`src/rtl/ps2_pkg.sv`:
```
// rtl/ps2_pkg.sv - shared constants, FSM states and event type for the PS/2 key decoder
package ps2_pkg;

  localparam logic [7:0] PS2_EXT    = 8'hE0;
  localparam logic [7:0] PS2_BRK    = 8'hF0;
  localparam logic [7:0] PS2_LSHIFT = 8'h12;
  localparam logic [7:0] PS2_RSHIFT = 8'h59;

  typedef enum logic [1:0] {
    ST_IDLE    = 2'd0,
    ST_EXT     = 2'd1,
    ST_BRK     = 2'd2,
    ST_EXT_BRK = 2'd3
  } ps2_state_t;

  typedef struct packed {
    logic       brk;
    logic       ext;
    logic [7:0] code;
    logic [7:0] ascii;
  } ps2_event_t;

endpackage

```
`src/rtl/ps2_ascii_map.sv`:
```
// rtl/ps2_ascii_map.sv - set-2 scan code to ASCII lookup
module ps2_ascii_map (
  input  logic [7:0] code,
  input  logic       ext,
  input  logic       shift,
  output logic [7:0] ascii
);

  logic [7:0] lower;
  logic       is_letter;

  // Lowercase letters first, then shift folds them to uppercase; digits and controls ignore shift
  always_comb begin
    lower     = 8'h00;
    is_letter = 1'b1;
    case (code)
      8'h1C: lower = 8'h61; 8'h32: lower = 8'h62; 8'h21: lower = 8'h63;
      8'h23: lower = 8'h64; 8'h24: lower = 8'h65; 8'h2B: lower = 8'h66;
      8'h34: lower = 8'h67; 8'h33: lower = 8'h68; 8'h43: lower = 8'h69;
      8'h3B: lower = 8'h6A; 8'h42: lower = 8'h6B; 8'h4B: lower = 8'h6C;
      8'h3A: lower = 8'h6D; 8'h31: lower = 8'h6E; 8'h44: lower = 8'h6F;
      8'h4D: lower = 8'h70; 8'h15: lower = 8'h71; 8'h2D: lower = 8'h72;
      8'h1B: lower = 8'h73; 8'h2C: lower = 8'h74; 8'h3C: lower = 8'h75;
      8'h2A: lower = 8'h76; 8'h1D: lower = 8'h77; 8'h22: lower = 8'h78;
      8'h35: lower = 8'h79; 8'h1A: lower = 8'h7A;
      default: is_letter = 1'b0;
    endcase

    ascii = 8'h00;
    if (!ext) begin
      if (is_letter) begin
        ascii = shift ? (lower - 8'h20) : lower;
      end else begin
        case (code)
          8'h45: ascii = 8'h30; 8'h16: ascii = 8'h31; 8'h1E: ascii = 8'h32;
          8'h26: ascii = 8'h33; 8'h25: ascii = 8'h34; 8'h2E: ascii = 8'h35;
          8'h36: ascii = 8'h36; 8'h3D: ascii = 8'h37; 8'h3E: ascii = 8'h38;
          8'h46: ascii = 8'h39;
          8'h29: ascii = 8'h20;
          8'h5A: ascii = 8'h0D;
          8'h66: ascii = 8'h08;
          default: ascii = 8'h00;
        endcase
      end
    end
  end

endmodule

```
`src/rtl/ps2_key_decoder.sv`:
```
// rtl/ps2_key_decoder.sv - scan-code bytes to buffered key events with shift, repeat filter and press count
module ps2_key_decoder
  import ps2_pkg::*;
#(
  parameter int FIFO_DEPTH = 8
) (
  input  logic       clk,
  input  logic       reset,
  input  logic       code_valid,
  input  logic [7:0] code,
  output logic       ev_valid,
  input  logic       ev_ready,
  output logic       ev_brk,
  output logic       ev_ext,
  output logic [7:0] ev_code,
  output logic [7:0] ev_ascii,
  output logic       shift,
  output logic [7:0] press_cnt,
  output logic       overflow
);

  localparam int AW = $clog2(FIFO_DEPTH);

  ps2_state_t state, next_state;
  logic       key_evt, key_brk, key_ext;
  logic [8:0] held_key;
  logic       held_valid;
  logic       shift_l, shift_r;
  logic       key_match, is_repeat, emit;
  logic [7:0] key_ascii;
  ps2_event_t new_ev, head;
  ps2_event_t mem [FIFO_DEPTH];
  logic [AW:0] wr_ptr, rd_ptr;
  logic       empty, full, pop, push_ok;

  // Prefix state register; only moves when a byte arrives
  always_ff @(posedge clk or posedge reset) begin
    if (reset)           state <= ST_IDLE;
    else if (code_valid) state <= next_state;
  end

  // Next prefix state from the incoming byte
  always_comb begin
    next_state = state;
    case (state)
      ST_IDLE: begin
        if (code == PS2_EXT)      next_state = ST_EXT;
        else if (code == PS2_BRK) next_state = ST_BRK;
        else                      next_state = ST_IDLE;
      end
      ST_EXT: begin
        if (code == PS2_BRK)      next_state = ST_EXT_BRK;
        else if (code == PS2_EXT) next_state = ST_EXT;
        else                      next_state = ST_IDLE;
      end
      default: next_state = ST_IDLE;
    endcase
  end

  // Decode whether this byte completes a key and what kind it is
  always_comb begin
    key_evt = 1'b0;
    key_brk = 1'b0;
    key_ext = 1'b0;
    if (code_valid) begin
      case (state)
        ST_IDLE: key_evt = (code != PS2_EXT) && (code != PS2_BRK);
        ST_EXT: begin
          key_evt = (code != PS2_EXT) && (code != PS2_BRK);
          key_ext = 1'b1;
        end
        ST_BRK: begin
          key_evt = 1'b1;
          key_brk = 1'b1;
        end
        default: begin
          key_evt = 1'b1;
          key_brk = 1'b1;
          key_ext = 1'b1;
        end
      endcase
    end
  end

  assign key_match = held_valid && (held_key == {key_ext, code});
  assign is_repeat = key_evt && !key_brk && key_match;
  assign emit      = key_evt && !is_repeat;
  assign shift     = shift_l | shift_r;

  ps2_ascii_map u_ascii_map (
    .code  (code),
    .ext   (key_ext),
    .shift (shift),
    .ascii (key_ascii)
  );

  // Held key, shift flags and press counter track emitted events only
  always_ff @(posedge clk or posedge reset) begin
    if (reset) begin
      held_key   <= '0;
      held_valid <= 1'b0;
      shift_l    <= 1'b0;
      shift_r    <= 1'b0;
      press_cnt  <= 8'h00;
    end else if (emit) begin
      if (!key_brk) begin
        held_key   <= {key_ext, code};
        held_valid <= 1'b1;
        press_cnt  <= press_cnt + 8'd1;
      end else if (key_match) begin
        held_valid <= 1'b0;
      end
      if (!key_ext && code == PS2_LSHIFT) shift_l <= !key_brk;
      if (!key_ext && code == PS2_RSHIFT) shift_r <= !key_brk;
    end
  end

  assign new_ev  = '{brk: key_brk, ext: key_ext, code: code, ascii: key_ascii};
  assign empty   = (wr_ptr == rd_ptr);
  assign full    = (wr_ptr[AW] != rd_ptr[AW]) && (wr_ptr[AW-1:0] == rd_ptr[AW-1:0]);
  assign pop     = ev_valid && ev_ready;
  assign push_ok = emit && (!full || pop);

  // FIFO pointers and sticky overflow on a dropped event
  always_ff @(posedge clk or posedge reset) begin
    if (reset) begin
      wr_ptr   <= '0;
      rd_ptr   <= '0;
      overflow <= 1'b0;
    end else begin
      if (push_ok)             wr_ptr   <= wr_ptr + (AW+1)'(1);
      if (pop)                 rd_ptr   <= rd_ptr + (AW+1)'(1);
      if (emit && full && !pop) overflow <= 1'b1;
    end
  end

  // FIFO storage; contents are never observed while empty so no reset is needed
  always_ff @(posedge clk) begin
    if (push_ok) mem[wr_ptr[AW-1:0]] <= new_ev;
  end

  assign head     = empty ? '0 : mem[rd_ptr[AW-1:0]];
  assign ev_valid = !empty;
  assign ev_brk   = head.brk;
  assign ev_ext   = head.ext;
  assign ev_code  = head.code;
  assign ev_ascii = head.ascii;

endmodule

```
`config.mk`:
```
export PLATFORM = sky130hd
export DESIGN_NAME = ps2_key_decoder
export DESIGN_NICKNAME = d
export VERILOG_FILES = /design/src/rtl/ps2_pkg.sv /design/src/rtl/ps2_ascii_map.sv /design/src/rtl/ps2_key_decoder.sv
export SDC_FILE = /design/constraint.sdc
export NUM_CORES = 1
export LEC_CHECK = 0
export CAP_MARGIN = 15
export CELL_PAD_IN_SITES_DETAIL_PLACEMENT = 0
export CELL_PAD_IN_SITES_GLOBAL_PLACEMENT = 1
export CORE_MARGIN = 2
export CORE_UTILIZATION = 55
export CTS_CLUSTER_SIZE = 25
export DETAILED_ROUTE_END_ITERATION = 16
export GPL_TIMING_DRIVEN = 0
export HOLD_SLACK_MARGIN = 0.08
export PLACE_DENSITY = 0.93
export SETUP_SLACK_MARGIN = 0.5
export SLEW_MARGIN = 20
export SYNTH_ARGS = -nofsm -noshare
export SYNTH_HDL_FRONTEND = slang
export SYNTH_HIERARCHICAL = 1
export SYNTH_SLANG_ARGS = --single-unit
```
`constraint.sdc`:
```
create_clock -name clk -period 9.6 [get_ports clk]
set_input_delay 2.4 -clock clk [delete_from_list [all_inputs] [get_ports clk]]
set_output_delay 2.4 -clock clk [all_outputs]
set_load 0.01 [all_outputs]
```
==> parameters.txt <==
Parameter                              Value

Outcome
  Outcome ... complete, no violations

Synthesis
  Fraction of registers with async set/reset ... 17.7%
  Most frequent cells after synthesis ... sky130_fd_sc_hd__edfxtp_1, sky130_fd_sc_hd__mux4_2, sky130_fd_sc_hd__nor2_1
  Synthesized Nets ... 533
  Top post-synthesis cells by area ... sky130_fd_sc_hd__edfxtp_1, sky130_fd_sc_hd__mux4_2, sky130_fd_sc_hd__dfrtp_1
  Library cells used by synthesis ... 69
  Mean cell area of the mapped netlist ... 15.4 um2
  Post-synth top area share ... 54.1%
  Prevailing post-synth register cell ... sky130_fd_sc_hd__edfxtp_1
  Post-synthesis cell area ... 0.00800 mm2
  Number of standard cells after synthesis ... 518
  Cell taking the most area after synthesis ... sky130_fd_sc_hd__edfxtp_1
  Most common cell in the synthesized netlist ... sky130_fd_sc_hd__edfxtp_1
  Portion of the post-synthesis area used by sequential elements ... 63.7%
  Post-synth EDFFs ... 144
  Yosys reg bits ... 175
  Synth warnings ... 6

Route
  Pre-Repair DR Iteration Count ... 5
  DRC marker count from the first detailed-route iteration ... 529
  Post-detailed-route count of antenna-violating nets ... 0
  Sum of routed wire length over all layers ... 17500 um
  Via count ... 4866
  WL/cell ... 22.0 um
  DRC violation count after routing ... 0
  Vias per cell ... 6.14

Power and ir drop
  Clk pwr share ... 26.1%
  Pint ... 1880 uW
  Switching fraction of total power ... 30.2%
  Maximum vdd drop ... 0.169 mV
  Reported leakage power ... 0.00334 uW
  Combinational group share of total power ... 36.3%
  Power density normalized to cell area ... 286 mW/mm2
  Switching pwr ... 813 uW
  Flop pwr share ... 37.6%

Setup path
  Count of buffering cells on the critical path with inverters included ... 4
  Worst path required time ... 7200 ps
  Crit path max-delay family ... buffers and inverters
  Worst path slowest cell ... sky130_fd_sc_hd__clkbuf_1
  Ordered cell list for the critical path ... clkbuf_1 > xor2_1 > nor4b_1 > clkbuf_1 > clkbuf_1 > nor2_1 > clkdlybuf4s50_1
  Most common cell on crit path ... sky130_fd_sc_hd__clkbuf_1
  Arrival time at the worst endpoint ... 3430 ps
  Start-to-end type of the worst setup path ... reg2out
  Worst Setup Start Kind ... flip-flop
  Maximum net fanout on the critical path ... 10
  Maximum single-stage delay on the critical path ... 590 ps
  Endpoint type of the worst setup path ... output port

STA
  Final hold slack ... 479 ps
  Aggregate negative setup slack ... 0 ps
  RSZ-0062 raised after global routing ... no
  Relative max-transition margin ... 34.3%
  Total count of max-transition violations in the final report ... 0
  Clock Skew ... 9.51 ps
  Worst slew pin tran ... 982 ps
  Setup-failing EPs final ... 0
  Hold Vio Cnt, Final ... 0
  Ratio of final minimum period to clock period ... 60.7%
  Timing-limited maximum frequency ... 172 MHz
  Tmin final ... 5830 ps

Floorplanning
  Cell row count ... 44
  Initial standard-cell utilization of the core ... 55.7%
  Die Outline Area ... 0.0155 mm2
  Core Footprint ... 0.0144 mm2
  Number of I/O pins ... 41
  Overall die width ... 125 um
  Height of the chip ... 125 um

Finish
  Area grow syn2layout ... 17.6%
  Antenna diode count ... 0
  Area of the multi-input gates ... 0.00273 mm2
  Total of fill cells in the finished design ... 972
  Storage cell area ... 0.00510 mm2
  Nets ... 610
  Ratio of cells with drive above 1 in the final layout ... 22.0%

Placed design
  Final GP Congestion ... 0.854
  Port-buffer cells ... 39
  HPWL after detailed placement ... 11800 um

Global route
  Largest net degree at the start of global routing ... 32
  Global router's overall resource usage ... 23.4%
  Global-route wire length before repair ... 27400 um
  Initial antenna violation count ... 0
  Total gr overflow ... 0
  Via count of the first global-routing pass ... 4879

Clock network
  CTS sink cnt ... 175
  Post-CTS setup buffers ... 0
  CTS HTree Levels ... 4
  Clock-pin slew on the worst setup and hold paths ... 70 ps
  TritonCTS Buffers ... 17
  Clock tree from TritonCTS ... done
  Master cell of the clock root buffer ... sky130_fd_sc_hd__clkbuf_16
  Latest clock arrival within the worst-skew pair ... 430 ps
  Number of buffers inserted for hold repair after clock tree synthesis ... 0
  Post-cts gate resize count ... 0
  Clock Path Buffers ... 2

Min path
  Hold WC Path Type ... reg2reg

Run
  Max-Cap Viols ... 0
-- worst register-to-register path: cells and delay by family (launching register included) --
family,cells,cell delay (ps)
AOI/OAI and AO/OA,1,270
and+or+nand+nor,2,1410
DFF,1,350
buffers and inverters,4,890
-- power by group through the flow --
stage,Clock [uW],Sequential [uW],Combinational [uW]
after global routing,743,1020,1050
final,704,1010,978
after global placement,0,1030,925
after floorplan,0,1020,578
after CTS,712,1010,986
after detailed placement,0,1030,981
-- routing by layer --
| metal | vias to the layer above | GRT usage (%) | share of wire (%) |
|---|---|---|---|
| met5 | - | 0 | 0 |
| met4 | 0 | 8.92 | 2.4 |
| met3 | 43 | 5.37 | 6.5 |
| met2 | 209 | 36.8 | 49 |
| met1 | 2438 | 32.2 | 42 |
| li1 | 2176 | - | - |
-- placed cells by master, fill, tap and decap left out, types with 6 or more instances in the layout --
master                            count
sky130_fd_sc_hd__mux2i_1             20
sky130_fd_sc_hd__clkdlybuf4s50_1     39
sky130_fd_sc_hd__nor3_1              14
sky130_fd_sc_hd__xor2_1              17
sky130_fd_sc_hd__clkbuf_16           17
sky130_fd_sc_hd__buf_6                9
sky130_fd_sc_hd__inv_1                8
sky130_fd_sc_hd__xnor2_1             10
sky130_fd_sc_hd__o21ai_0             11
sky130_fd_sc_hd__a21oi_1             12
sky130_fd_sc_hd__edfxtp_1           144
sky130_fd_sc_hd__nand2b_1             9
sky130_fd_sc_hd__mux4_2              36
sky130_fd_sc_hd__nor2b_1             11
sky130_fd_sc_hd__nor2_1              36
sky130_fd_sc_hd__buf_1                6
sky130_fd_sc_hd__a31oi_1              6
sky130_fd_sc_hd__nand2_1             15
sky130_fd_sc_hd__clkbuf_1            15
sky130_fd_sc_hd__mux2_4               8
sky130_fd_sc_hd__dfrtp_1             31
sky130_fd_sc_hd__nand3_1              9
sky130_fd_sc_hd__buf_2               18
-- metrics by stage --
stage / setup slack, ps / power (uW) / utilization [%] / cells / instance area (um2)
2_1_floorplan: 3920 / 1600 / - / 518 / 8000
5_1_grt: 3590 / 2820 / 65.5 / 792 / 9410
3_3_place_gp: 1230 / 1950 / 60.0 / 741 / 8620
6_report: 3770 / 2700 / 65.5 / 792 / 9410
3_5_place_dp: 3660 / 2010 / 61.3 / 760 / 8800
4_1_cts: 3780 / 2710 / 65.5 / 792 / 9410
-- state kept, by name, summed over array words and instances, names as in the netlist --
register / count
overflow: 1
shift_l: 1
state: 2
held_valid: 1
shift_r: 1
mem: 144
wr_ptr: 4
rd_ptr: 4
press_cnt: 8
held_key: 9
-- final timing paths --
check	start	end	slack, ps	cells after the start
max	wr_ptr[0]	ev_code[7]	3770	7
max reg2reg	state[1]	mem[3][10]	6380	7
max in group asynchronous	reset	held_key[1]	6810	2
min in group asynchronous	reset	wr_ptr[0]	2370	2
min	overflow	overflow	480	1
min reg2reg	overflow	overflow	480	1
-- final cells by class --
type / count / area share (%)
plain buffers: 33 / 1.89
clock buffers: 19 / 4.60
clock inverters: 13 / 1.81
inverters: 11 / 0.439
multi-input cells: 299 / 29.0
flip-flops and latches: 175 / 54.2
well taps: 184 / 2.45
repair buffers: 58 / 5.66
-- cell families after synthesis --
| logic type | synth area share (%) |
|---|---|
| buffers and inverters | 2.74 |
| other | 0.0469 |
| XOR/XNOR | 3.16 |
| adder cells (fa/ha/maj) | 0.469 |
| AND/OR/NAND/NOR | 9.95 |
| flip-flops | 63.7 |
| multiplexers | 14.6 |
| AO/OA/AOI/OAI | 5.33 |
Note: power is estimated with default switching activity, not from simulation.
